### config.mk
export PLATFORM = sky130hd
export DESIGN_NAME = dircc_message_receiver
export DESIGN_NICKNAME = d
export VERILOG_FILES = /design/src/rtl/dircc_message_receiver.sv
export SDC_FILE = /design/constraint.sdc
export NUM_CORES = 1
export LEC_CHECK = 0
export BUFFER_PORTS_ARGS = -buffer_cell sky130_fd_sc_hd__buf_2
export CORE_MARGIN = 5
export CORE_UTILIZATION = 52
export DETAILED_ROUTE_END_ITERATION = 10
export PLACE_DENSITY = 0.75
export SYNTH_ARGS = -nofsm -noshare
export SYNTH_HDL_FRONTEND = slang
export SYNTH_SLANG_ARGS = --single-unit
### constraint.sdc
create_clock -name clk -period 3.25 [get_ports clk]
set_input_delay 0.4875 -clock clk [delete_from_list [all_inputs] [get_ports clk]]
set_output_delay 0.4875 -clock clk [all_outputs]
set_load 0.1 [all_outputs]
### src/rtl/dircc_message_receiver.sv
// Ingress FIFO plus address-check FSM that routes messages to local device
// handlers, fanning broadcasts out to every hosted device in index order.
module dircc_message_receiver #(
  parameter int HW_NODE_ID    = 1,
  parameter int DEVICE_COUNT  = 2,
  parameter int IN_PORT_COUNT = 1,
  parameter int PAYLOAD_WIDTH = 32,
  parameter int FIFO_DEPTH    = 4
) (
  input  logic                     clk,
  input  logic                     reset,
  input  logic                     in_valid,
  output logic                     in_ready,
  input  logic [15:0]              in_hw_node,
  input  logic [15:0]              in_sw_node,
  input  logic [7:0]               in_port,
  input  logic [7:0]               in_flag,
  input  logic [PAYLOAD_WIDTH-1:0] in_payload,
  output logic                     out_valid,
  input  logic                     out_ready,
  output logic [15:0]              out_device,
  output logic [7:0]               out_port,
  output logic [PAYLOAD_WIDTH-1:0] out_payload,
  output logic                     drop_pulse,
  output logic [31:0]              rx_count,
  output logic [31:0]              drop_count
);

  localparam int AW = $clog2(FIFO_DEPTH);

  typedef enum logic [1:0] {IDLE, CHECK, DELIVER, BCAST} state_t;

  state_t r_state;
  state_t w_nextState;

  logic [15:0]              r_memHw      [FIFO_DEPTH];
  logic [15:0]              r_memSw      [FIFO_DEPTH];
  logic [7:0]               r_memPort    [FIFO_DEPTH];
  logic [7:0]               r_memFlag    [FIFO_DEPTH];
  logic [PAYLOAD_WIDTH-1:0] r_memPayload [FIFO_DEPTH];

  logic [AW:0] r_wrPtr;
  logic [AW:0] r_rdPtr;

  logic [15:0]              r_outDevice;
  logic [7:0]               r_outPort;
  logic [PAYLOAD_WIDTH-1:0] r_outPayload;
  logic [31:0]              r_rxCount;
  logic [31:0]              r_dropCount;

  logic                     w_empty;
  logic                     w_full;
  logic                     w_push;
  logic                     w_pop;
  logic                     w_drop;
  logic                     w_dropPulse;
  logic                     w_deliver;
  logic                     w_load;
  logic                     w_advance;
  logic                     w_lastDev;
  logic [15:0]              w_headHw;
  logic [15:0]              w_headSw;
  logic [7:0]               w_headPort;
  logic [7:0]               w_headFlag;
  logic [PAYLOAD_WIDTH-1:0] w_headPayload;
  logic                     w_headBcast;
  logic                     w_unusedFlagBits;

  // Extra pointer MSB distinguishes full from empty when the index bits match.
  assign w_empty  = (r_wrPtr == r_rdPtr);
  assign w_full   = (r_wrPtr[AW] != r_rdPtr[AW]) && (r_wrPtr[AW-1:0] == r_rdPtr[AW-1:0]);
  assign in_ready = ~w_full;
  assign w_push   = in_valid & ~w_full;

  assign w_headHw      = r_memHw[r_rdPtr[AW-1:0]];
  assign w_headSw      = r_memSw[r_rdPtr[AW-1:0]];
  assign w_headPort    = r_memPort[r_rdPtr[AW-1:0]];
  assign w_headFlag    = r_memFlag[r_rdPtr[AW-1:0]];
  assign w_headPayload = r_memPayload[r_rdPtr[AW-1:0]];
  assign w_headBcast   = w_headFlag[0];
  assign w_unusedFlagBits = ^w_headFlag[7:1];

  assign w_drop = (w_headHw != 16'(HW_NODE_ID)) ||
                  ({24'd0, w_headPort} >= 32'(IN_PORT_COUNT)) ||
                  (!w_headBcast && ({16'd0, w_headSw} >= 32'(DEVICE_COUNT)));

  assign w_lastDev = (r_outDevice == 16'(DEVICE_COUNT - 1));

  always_ff @(posedge clk) begin
    if (reset) r_state <= IDLE;
    else       r_state <= w_nextState;
  end

  always_comb begin
    w_nextState = r_state;
    w_pop       = 1'b0;
    w_dropPulse = 1'b0;
    w_deliver   = 1'b0;
    w_load      = 1'b0;
    w_advance   = 1'b0;
    case (r_state)
      IDLE: begin
        if (!w_empty) w_nextState = CHECK;
      end
      CHECK: begin
        if (w_drop) begin
          w_pop       = 1'b1;
          w_dropPulse = 1'b1;
          w_nextState = IDLE;
        end else begin
          w_load      = 1'b1;
          w_nextState = w_headBcast ? BCAST : DELIVER;
        end
      end
      DELIVER: begin
        if (out_ready) begin
          w_pop       = 1'b1;
          w_deliver   = 1'b1;
          w_nextState = IDLE;
        end
      end
      BCAST: begin
        if (out_ready) begin
          w_deliver = 1'b1;
          if (w_lastDev) begin
            w_pop       = 1'b1;
            w_nextState = IDLE;
          end else begin
            w_advance = 1'b1;
          end
        end
      end
      default: w_nextState = IDLE;
    endcase
  end

  always_ff @(posedge clk) begin
    if (w_push) begin
      r_memHw[r_wrPtr[AW-1:0]]      <= in_hw_node;
      r_memSw[r_wrPtr[AW-1:0]]      <= in_sw_node;
      r_memPort[r_wrPtr[AW-1:0]]    <= in_port;
      r_memFlag[r_wrPtr[AW-1:0]]    <= in_flag;
      r_memPayload[r_wrPtr[AW-1:0]] <= in_payload;
    end
  end

  // Delivery fields are registered so reset leaves them at zero regardless of FIFO contents.
  always_ff @(posedge clk) begin
    if (reset) begin
      r_wrPtr      <= '0;
      r_rdPtr      <= '0;
      r_outDevice  <= '0;
      r_outPort    <= '0;
      r_outPayload <= '0;
      r_rxCount    <= '0;
      r_dropCount  <= '0;
    end else begin
      if (w_push) r_wrPtr <= r_wrPtr + 1'b1;
      if (w_pop)  r_rdPtr <= r_rdPtr + 1'b1;
      if (w_load) begin
        r_outDevice  <= w_headBcast ? 16'd0 : w_headSw;
        r_outPort    <= w_headPort;
        r_outPayload <= w_headPayload;
      end else if (w_advance) begin
        r_outDevice <= r_outDevice + 16'd1;
      end
      if (w_deliver && (r_rxCount != 32'hFFFF_FFFF))     r_rxCount   <= r_rxCount + 32'd1;
      if (w_dropPulse && (r_dropCount != 32'hFFFF_FFFF)) r_dropCount <= r_dropCount + 32'd1;
    end
  end

  assign out_valid   = (r_state == DELIVER) || (r_state == BCAST);
  assign out_device  = r_outDevice;
  assign out_port    = r_outPort;
  assign out_payload = r_outPayload;
  assign drop_pulse  = w_dropPulse;
  assign rx_count    = r_rxCount;
  assign drop_count  = r_dropCount;

endmodule

Yosys cells after proc, flatten, opt, wreduce, memory -nomap -nowiden
Memories as Yosys holds them, arrays and structs flattened. A register that Yosys moved wholly into a read port is not among the register bits.
Cells that the tools add are included.
- add/subtract/negate cells: 5
- multiplexer cells: 32
- equality and inequality tests: 14
- $lt $le $gt $ge: 2
- bitwise operators: 2
- reduce and logical (&&, ||, !) cells: 12
- operator list (kind ; number):
    32-bit by 1-bit adder with 32-bit output (second input constant) ; 2
    32-bit inequality test (second input constant) ; 2
    16-bit two-way mux ; 3
    2-bit two-way mux ; 13
    16-bit by 1-bit adder with 16-bit output (second input constant) ; 1
    16-bit by 1-bit == test with 1-bit output (second input constant) ; 1
    16-bit by 2-bit greater-or-equal comparator with 1-bit output (second input constant) ; 1
    16-bit by 1-bit inequality test with 1-bit output (second input constant) ; 1
    1-bit two-way mux ; 14
    8-bit by 1-bit greater-or-equal comparator with 1-bit output (second input constant) ; 1
    2-bit inequality test (second input constant) ; 4
    2-bit one-hot mux with 4 select lines ; 1
    3-bit by 1-bit adder with 3-bit output (second input constant) ; 2
    2-bit == test (second input constant) ; 2
    1-bit logical AND ; 4
    4-bit AND reduction ; 1
    3-bit == test ; 1
    1-bit logical OR ; 3
    1-bit one-hot mux with 3 select lines ; 1
    2-bit by 1-bit == test with 1-bit output (second input constant) ; 1
    2-bit == test ; 1
    2-bit logical NOT ; 1
    2-bit nonzero test ; 1
    2-bit OR reduction ; 1
    4 further kinds ; 4
- logic and storage cells: 79
- input bits: 84
- register bits after elaboration: 96
- memories kept: 5
- output and inout port bits: 123
- RAM bits: 320
- memories (name ; words ; width ; read ports ; clocked after Yosys merged registers in ; wr ports ; RTL line ; source):
    r_memPayload ; 4 ; 32 ; 1 ; 1 ; 1 ; 40 ; logic [PAYLOAD_WIDTH-1:0] r_memPayload [FIFO_DEPTH];
    r_memHw ; 4 ; 16 ; 1 ; 1 ; 1 ; 36 ; logic [15:0] r_memHw [FIFO_DEPTH];
    r_memSw ; 4 ; 16 ; 1 ; 1 ; 1 ; 37 ; logic [15:0] r_memSw [FIFO_DEPTH];
    r_memFlag ; 4 ; 8 ; 1 ; 1 ; 1 ; 39 ; logic [7:0] r_memFlag [FIFO_DEPTH];
    r_memPort ; 4 ; 8 ; 1 ; 1 ; 1 ; 38 ; logic [7:0] r_memPort [FIFO_DEPTH];

Longest topological paths before layout
Gate-level depths: netlist (run 1).
- depth after elaboration: 7
- mapped depth: 11
- mapped depth without buffers: 10

Worst setup path after synthesis (run 1)
No wires, ideal clock.
- path kind: register to register
- from: register r_rdPtr[0]
- to: memory r_memFlag[3][0], enable pin
- arrival time: 3459 ps
- cell stages (with the launch flop): 6
- setup time: 441 ps
- path slack: -650 ps
- path buffers: 1
- path through: dfxtp_1 -> clkbuf_1 -> xor2_1 -> nor2_1 -> nand2_1 -> and3_1
- longest elaborated chain between the ends: 6
- ends and longest elaborated chain (item ; RTL line ; source):
    from (decl) ; 43 ; logic [AW:0] r_rdPtr;
    from (signal assigned) ; 159 ; if (w_pop) r_rdPtr <= r_rdPtr + 1'b1;
    2-bit == test ; 71 ; assign w_full = (r_wrPtr[AW] != r_rdPtr[AW]) && (r_wrPtr[AW-1:0] == r_rdPtr[AW-1:0]);
    1-bit logical AND ; 71 ;
    1-bit inverter ; - ;
    via in_ready ; 13 ; output logic in_ready,
    1-bit AND ; 73 ; assign w_push = in_valid & ~w_full;
    1-bit two-way mux ; 138 ; if (w_push) begin
    1-bit two-way mux (implied by the code) ; 142 ; r_memFlag[r_wrPtr[AW-1:0]] <= in_flag;
    to (decl) ; 39 ;
The timed path passes the listed nets, and every way through them passes these cells.

==> summary.md, run 1 <==
| Metric | Value |
|---|---|
| 1st-pass router iterations | `4` |
| Row Count | `63` |
| Startpoint type of the worst setup path | `register` |
| Clock Path Buffers | `3` |
| Synthesized instance count | `1097` |
| Instance count on the critical path | `8` |
| CP arrival | `between 2 and 3 ns` |
| Vias in the first global route | `9695` |
| Setup TNS | `0 ns` |
| Fill cell count | `2240` |
| Slowest CP cell | `edfxtp_1` |
| RR Endpoint | `drop_count[5]$_SDFFE_PP0P_` |
| Mapped Nets | `1190` |
| CTS Buf Count | `42` |
| Worst reg2reg setup slack | `0.58 ns` |
| R2r worst-path depth | `10` |
| DP Wirelength | `~21000 um` |
| Worst Max-Slew Pin Slew | `0.683 ns` |
| Worst-Skew Late Latency | `between 0.5 and 0.6 ns` |
| Largest net degree at the start of global routing | `a little under 60` |
| Worst path bufs/invs | `2` |
| Routed wire length | `between 30000 and 40000 um` |
| Area delta synth->final | `19.5%` |
| Via count | `9701` |
| Finish-stage setup viols | `0` |
| Number of routed nets with antenna violations | `0` |
| Drt initial violations | `651` |
| Hold Crit Endpoint | `r_memPayload[2][25]$_DFFE_PP_` |
| Fin nets | `1408` |
| Hold_ws | `0.170 ns` |
| Relative slew slack | `54.0%` |
| Number of top-level pins | `207` |
| Sequential-to-total area share from yosys stat | `between 70 and 80%` |
| Number of synthesized flops with an enable pin | `292` |
| Area post-placement | `about 17000 um2` |
| Placed Cells incl. Taps | `1661` |
| Worst VDD drop | `0.508 mV` |
| Slew Viols, Final | `0` |
| CTS H-tree lvls | `2` |
| Yosys reg bits | `about 420` |
| Worst Clk Skew | `0.0138 ns` |
| Critical Path RT | `2.76 ns` |
| Die Wd | `184 um` |
| Vias per cell | `5.58` |
| Placement Setup Slack | `0.309 ns` |
| Avg WL per Cell | `18.7 um` |
| Worst setup margin | `0.113 ns` |
| Top cells by area, synth | `edfxtp_1, dfxtp_1, mux4_2` |
| Post-Route Utilization | `between 60% and 70%` |
| GRT Util Overall | `around a fifth` |
| Yosys warns | `0` |
| Tcrit/Tclk final | `96.5%` |
| Total power | `12.0 mW` |
| Final cell count without fillers | `1738` |
| Worst-path fanout max | `9` |
| Max_cap viols | `0` |
| Area leader, netlist | `edfxtp_1` |
| Diodes inserted | `0` |
| Clk root buf | `clkbuf_16` |
| Asr flop ratio synth | `0%` |
| DRC errors left | `0` |
| Synth cell types | `55` |
| Syn Area/Cell | `roughly 14 um2` |
| Core ar. | `29800 um2` |
| Final instance area | `18900 um2` |
| Crit path kind | `reg -> out` |
| Worst path max stage delay | `0.38 ns` |
| Outcome | `finished, final reports clean` |
| FMAX | `319 MHz` |
| Cell family with most CP delay | `simple AND/OR/NAND/NOR gates` |
| Lkg Pwr | `6.62 nW` |
| Synth top area share | `55.5%` |
| GPL Wtd Cong | `around 0.84` |
| Share of layout cells above drive strength 1 | `26.5%` |
| CTS tree | `done` |
| Post-Syn Area | `15800 um2` |
| CTS sink count | `422` |
| Initial antenna violation count | `4` |
| Hold Path Class | `in -> reg` |
| Pwr per Cell Area | `roughly 640 nW/um2` |
| Port Buf Inserts | `199` |
| Initial Utilization | `53.0%` |
| Hold_sp | `in_payload[25]` |
| Post-synth top flop | `edfxtp_1` |
| First-pass GRT wire length | `51000 um` |
| DIE HEIGHT | `184 um` |
| CP Capture Type | `output pin` |
| Post-route minimum period | `3.14 ns` |
| DIE AREA | `33900 um2` |
| Worst hold path cell count | `1` |
| Final Hold Fails | `0` |
| Worst r2r src | `r_memSw[0][7]$_DFFE_PP_` |
| Global route total overflow | `0` |
| Crit-path cells | `nor4_1 -> nand4_1 -> nor4_2 -> nor3_2 -> a211oi_4 -> or2_4 -> inv_1 -> buf_4` |
| Reg clk slew, reported paths | `0.06 ns` |
==> worst max-delay path by stage <==
stage,from,to
2_1_floorplan,drop_count[0]$_SDFFE_PP0P_,drop_count[4]$_SDFFE_PP0P_
3_3_place_gp,r_memHw[2][4]$_DFFE_PP_,drop_pulse
3_5_place_dp,r_memHw[2][4]$_DFFE_PP_,drop_pulse
4_1_cts,r_memHw[2][4]$_DFFE_PP_,drop_pulse
5_1_grt,r_memSw[0][15]$_DFFE_PP_,drop_pulse
6_report,r_memSw[0][7]$_DFFE_PP_,drop_pulse
==> per-layer routing <==
layer  routed length, um  track usage (%)  vias to the layer above  part of all wire [%]
met5                  55                0                        -                  0.17
met2               16300             33.2                      311                    50
met1               13200             24.3                     4742                    41
met3                2220             3.37                       72                   6.8
li1                    -                -                     4568                     -
met4                 713             5.18                        8                   2.2
==> cell type report <==
cell class                      count  area (um2)  area share [%]
Clock buffer                       49        1090            5.77
Clock inverter                     28         323            1.71
Inverter                           18        67.6           0.358
Multi-Input combinational cell    614        4290            22.8
Sequential cell                   422       11400            60.3
Tap cell                          390         488            2.59
Timing Repair Buffer              217        1220            6.49
==> flip-flops by register name, indices dropped and copies added, names as in the netlist, 4 cells and up, named ones only <==
name	cells
drop_count	32
out_device	16
out_payload	32
out_port	8
r_memFlag	4
r_memHw	64
r_memPayload	128
r_memPort	32
r_memSw	64
rx_count	32
==> placed cells by master, fill, tap and decap left out, types with 15 or more instances in the layout <==
| cell type | n |
|---|---|
| a21oi_1 | 60 |
| and2_1 | 15 |
| and3_1 | 17 |
| buf_2 | 197 |
| clkbuf_16 | 42 |
| dfxtp_1 | 127 |
| edfxtp_1 | 292 |
| inv_1 | 18 |
| mux4_2 | 34 |
| nand2_1 | 95 |
| nand3_1 | 39 |
| nand4_1 | 27 |
| nor2_1 | 85 |
| nor3_1 | 27 |
| nor4_1 | 32 |
| xnor2_1 | 32 |
| xor2_1 | 21 |
==> worst reg2reg max path, stage by stage (launching register included) <==
cell	delay (ns)
edfxtp_1	0.38
nor4_1	0.38
nand4_1	0.18
nor4_2	0.21
nor3_2	0.13
a211oi_4	0.32
buf_4	0.28
nor4b_2	0.08
buf_4	0.18
nand4_1	0.10
mux2_2	0.33
==> synthesized netlist by cell type (all sizes together) (3+ instances only) <==
cell type,number
dfxtp,130
xor2,21
clkbuf,30
and3,21
nor4,46
a211oi,4
nand3b,5
buf,13
xnor2,32
mux2,4
nand2,95
a21oi,60
nor2b,7
a31oi,4
a31o,10
nor2,86
and4,9
or3,9
nor3,28
inv,18
edfxtp,292
nand3,39
or2,5
o21ai,11
nand2b,6
o31ai,4
mux4,34
a21o,3
ha,9
mux2i,4
and2,15
nand4,27
==> cells by family after synthesis <==
group / Yosys count / share of synthesized area, %
AOI/OAI and AO/OA: 107 / 4.28
and+or+nand+nor: 403 / 13.0
xor gates and xnor gates: 53 / 2.94
DFF: 422 / 72.0
muxes: 42 / 5.41
adders and majority gates: 9 / 0.713
buffers and inverters: 61 / 1.59
==> where the power goes <==
group / leakage [nW] / total [mW] / internal (mW) / switching, mW
clock network: 0.679 / 4.90 / 2.96 / 1.95
logic: 2.21 / 1.08 / 0.449 / 0.631
registers: 3.73 / 6.06 / 5.97 / 0.0878
==> what timing repair did <==
item,in CTS,in global routing
endpoints found under the hold margin,0,0
setup endpoints to repair,1,1
gates resized for setup,8,11
hold buffers,0,0
setup buffers,0,0
pin swaps,0,1
Power figures use the tool's default switching activity.
==> run 2: changes to the inputs <==
- CORE_UTILIZATION: 52 -> 55
- PLACE_DENSITY: 0.75 -> 0.76
- clock period: 3.25 -> 3 ns (I/O delays scaled with it)
==> run 2 against run 1 <==
Net effect: final cell count increased by 0.63%; global-route usage increased by 0.61 points; largest cell class unchanged; the flow now finishes with violations (setup timing); combinational power increased by 13%; via count decreased by 0.20%; non-clock buffer count increased by 15; largest power group unchanged; sequential share of layout area decreased by 0.47 points; clock skew increased by 0.0017 ns; die area decreased by 5.2%; sequential power increased by 8.6%.
==> summary.md, run 2 (synthesized netlist as in run 1, its figures left out) <==
| Metric | Value |
|---|---|
| Via count | `9682 (-0.20%)` |
| Worst r2r src | `r_memSw[0][9]$_DFFE_PP_` |
| GPL Wtd Cong | `0.791 (-5.8%)` |
| Hold Path Class | `in -> reg` |
| Fill cell count | `2040 (-8.9%)` |
| Worst hold path cell count | `1 (unchanged)` |
| Finish-stage setup viols | `1 (+1)` |
| Vias per cell | `5.54 (-0.82%)` |
| Final instance area | `19000 um2 (+0.85%)` |
| Largest net degree at the start of global routing | `74 (+25%)` |
| Worst-Skew Late Latency | `0.54 ns (about the same)` |
| Port Buf Inserts | `199 (unchanged)` |
| Max reg flops | `128 (unchanged)` |
| Failing checks | `setup timing` |
| Row Count | `62 (-1.6%)` |
| Initial Utilization | `55.3% (+2.3 points)` |
| Worst Max-Slew Pin Slew | `0.692 ns (+0.00878 ns)` |
| Worst VDD drop | `0.789 mV (+55%)` |
| CTS Buf Count | `42 (unchanged)` |
| Placed Cells incl. Taps | `1666 (+0.30%)` |
| Tcrit/Tclk final | `104%` |
| Final Hold Fails | `0 (unchanged)` |
| Number of top-level pins | `207 (unchanged)` |
| Most frequent cells in the layout | `edfxtp_1, buf_2, dfxtp_1` |
| Commonest non-fill, non-tap cell in the layout | `edfxtp_1` |
| Post-route minimum period | `3.12 ns` |
| Lkg Pwr | `6.73 nW (+1.8%)` |
| First-pass GRT wire length | `51200 um (+0.28%)` |
| Post-CTS Hold Fix Bufs | `0 (unchanged)` |
| CP arrival | `2.67 ns (+0.02 ns)` |
| Die Wd | `179 um (-2.6%)` |
| Global route total overflow | `0 (unchanged)` |
| Slowest CP cell | `edfxtp_1` |
| Reg clk slew, reported paths | `0.06 ns (about the same)` |
| CTS H-tree lvls | `2 (unchanged)` |
| Area post-placement | `17400 um2 (+0.40%)` |
| Crit-path cells | `nor4_4 -> nand4_1 -> nor4_4 -> nor3_4 -> a211oi_4 -> buf_12 -> or2_4 -> inv_4 -> buf_12` |
| Clk root buf | `clkbuf_16` |
| Relative slew slack | `53.9% (-0.10 points)` |
| Slew Viols, Final | `0 (unchanged)` |
| 1st-pass router iterations | `5 (+1)` |
| Startpoint type of the worst setup path | `register` |
| RR Endpoint | `drop_count[5]$_SDFFE_PP0P_` |
| CTS tree | `done` |
| FMAX | `321 MHz` |
| Area delta synth->final | `20.5%` |
| Hold Crit Endpoint | `r_memSw[2][0]$_DFFE_PP_` |
| DIE HEIGHT | `179 um (-2.6%)` |
| Outcome | `finished, violations left` |
| Max_cap viols | `0 (unchanged)` |
| Final cell count without fillers | `1749 (+0.63%)` |
| Worst Clk Skew | `0.0156 ns (+0.00175 ns)` |
| Avg WL per Cell | `18.5 um (-1.3%)` |
| CP Capture Type | `output pin` |
| Share of layout cells above drive strength 1 | `27.7% (+1.2 points)` |
| Number of routed nets with antenna violations | `0 (unchanged)` |
| Critical Path RT | `2.55 ns (-0.21 ns)` |
| Clock Path Buffers | `3 (unchanged)` |
| Worst setup margin | `-0.118 ns (-0.231 ns)` |
| DRC errors left | `0 (unchanged)` |
| Worst path max stage delay | `0.43 ns (+0.05 ns)` |
| GRT Util Overall | `19.5% (+0.61 points)` |
| Worst-path fanout max | `2 (-7)` |
| DIE AREA | `32200 um2 (-5.2%)` |
| Setup TNS | `-0.118 ns (-0.118 ns)` |
| Drt initial violations | `683 (+4.9%)` |
| Core ar. | `28500 um2 (-4.2%)` |
| Hold_sp | `in_sw_node[0]` |
| Vias in the first global route | `9722 (+0.28%)` |
| CTS sink count | `422 (unchanged)` |
| Unrepaired setup endpoints after global routing | `true` |
| Routed wire length | `32300 um (-0.64%)` |
| Worst reg2reg setup slack | `0.13 ns (-0.45 ns)` |
| Pwr per Cell Area | `695 nW/um2 (+8.9%)` |
| Crit path kind | `reg -> out` |
| R2r worst-path depth | `11 (+1)` |
| Initial antenna violation count | `6 (+2)` |
| Placement Setup Slack | `0.201 ns (-0.108 ns)` |
| Fin nets | `1423 (+1.1%)` |
| Post-Route Utilization | `66.6% (+3.3 points)` |
| DP Wirelength | `21200 um (-0.55%)` |
-- run 2: timing repair --
item,4_1_cts,5_1_grt
endpoints found under the setup margin,1,25
setup buffers,2,2
resized for setup,13,8
gates cloned,0,0
pin swaps,5,8
-- run 2: worst max path at each step --
| stage | endpoint | startpoint | cells after the start |
|---|---|---|---|
| global placement | drop_pulse | r_memSw[1][15]$_DFFE_PP_ | 10 |
| floorplan | r_memFlag[2][0]$_DFFE_PP_ | r_rdPtr[0]$_SDFFE_PP0P_ | 5 |
| finish | drop_pulse | r_memSw[0][9]$_DFFE_PP_ | 9 |
| global route | drop_pulse | r_memSw[0][11]$_DFFE_PP_ | 9 |
| detailed placement | drop_pulse | r_memSw[1][15]$_DFFE_PP_ | 10 |
| CTS | drop_pulse | r_memSw[1][9]$_DFFE_PP_ | 10 |
-- run 2: routing by layer --
layer	GRT usage, %	routed length, um	up-vias
met1	25.6	13300	4745
met3	4.65	2030	52
met5	0	60	-
li1	-	-	4609
met2	33.3	16200	266
met4	4.69	653	10
-- run 2: power breakdown --
| group | switching (mW) | internal, mW |
|---|---|---|
| logic | 0.692 | 0.525 |
| registers | 0.106 | 6.47 |
| clock network | 2.11 | 3.32 |
| total | 2.91 | 10.3 |
-- run 2: layout make-up --
cell class	count	area [um2]	area share, %
Antenna cell	2	5.00	0.0263
Clock buffer	57	1150	6.03
Clock inverter	20	327	1.72
Inverter	18	70.1	0.368
Multi-Input combinational cell	614	4270	22.4
Sequential cell	422	11400	59.9
Tap cell	384	480	2.53
Timing Repair Buffer	232	1340	7.03
-- run 2: critical path: cells and delay by family (launching register included) --
kind / cells / cell delay [ns]
AOI/OAI and AO/OA: 1 / 0.26
buffers and inverters: 3 / 0.34
DFF: 1 / 0.43
and+or+nand+nor: 5 / 1.11
-- run 2: per-stage QoR --
| stage | hold slack, ns | power (mW) |
|---|---|---|
| 6_report | 0.127 | 13.2 |
| 5_1_grt | 0.107 | 13.7 |
| 4_1_cts | 0.0990 | 13.3 |
| 3_5_place_dp | 0.438 | 7.86 |
| 3_3_place_gp | 0.436 | 7.83 |
| 2_1_floorplan | 0.494 | 7.54 |
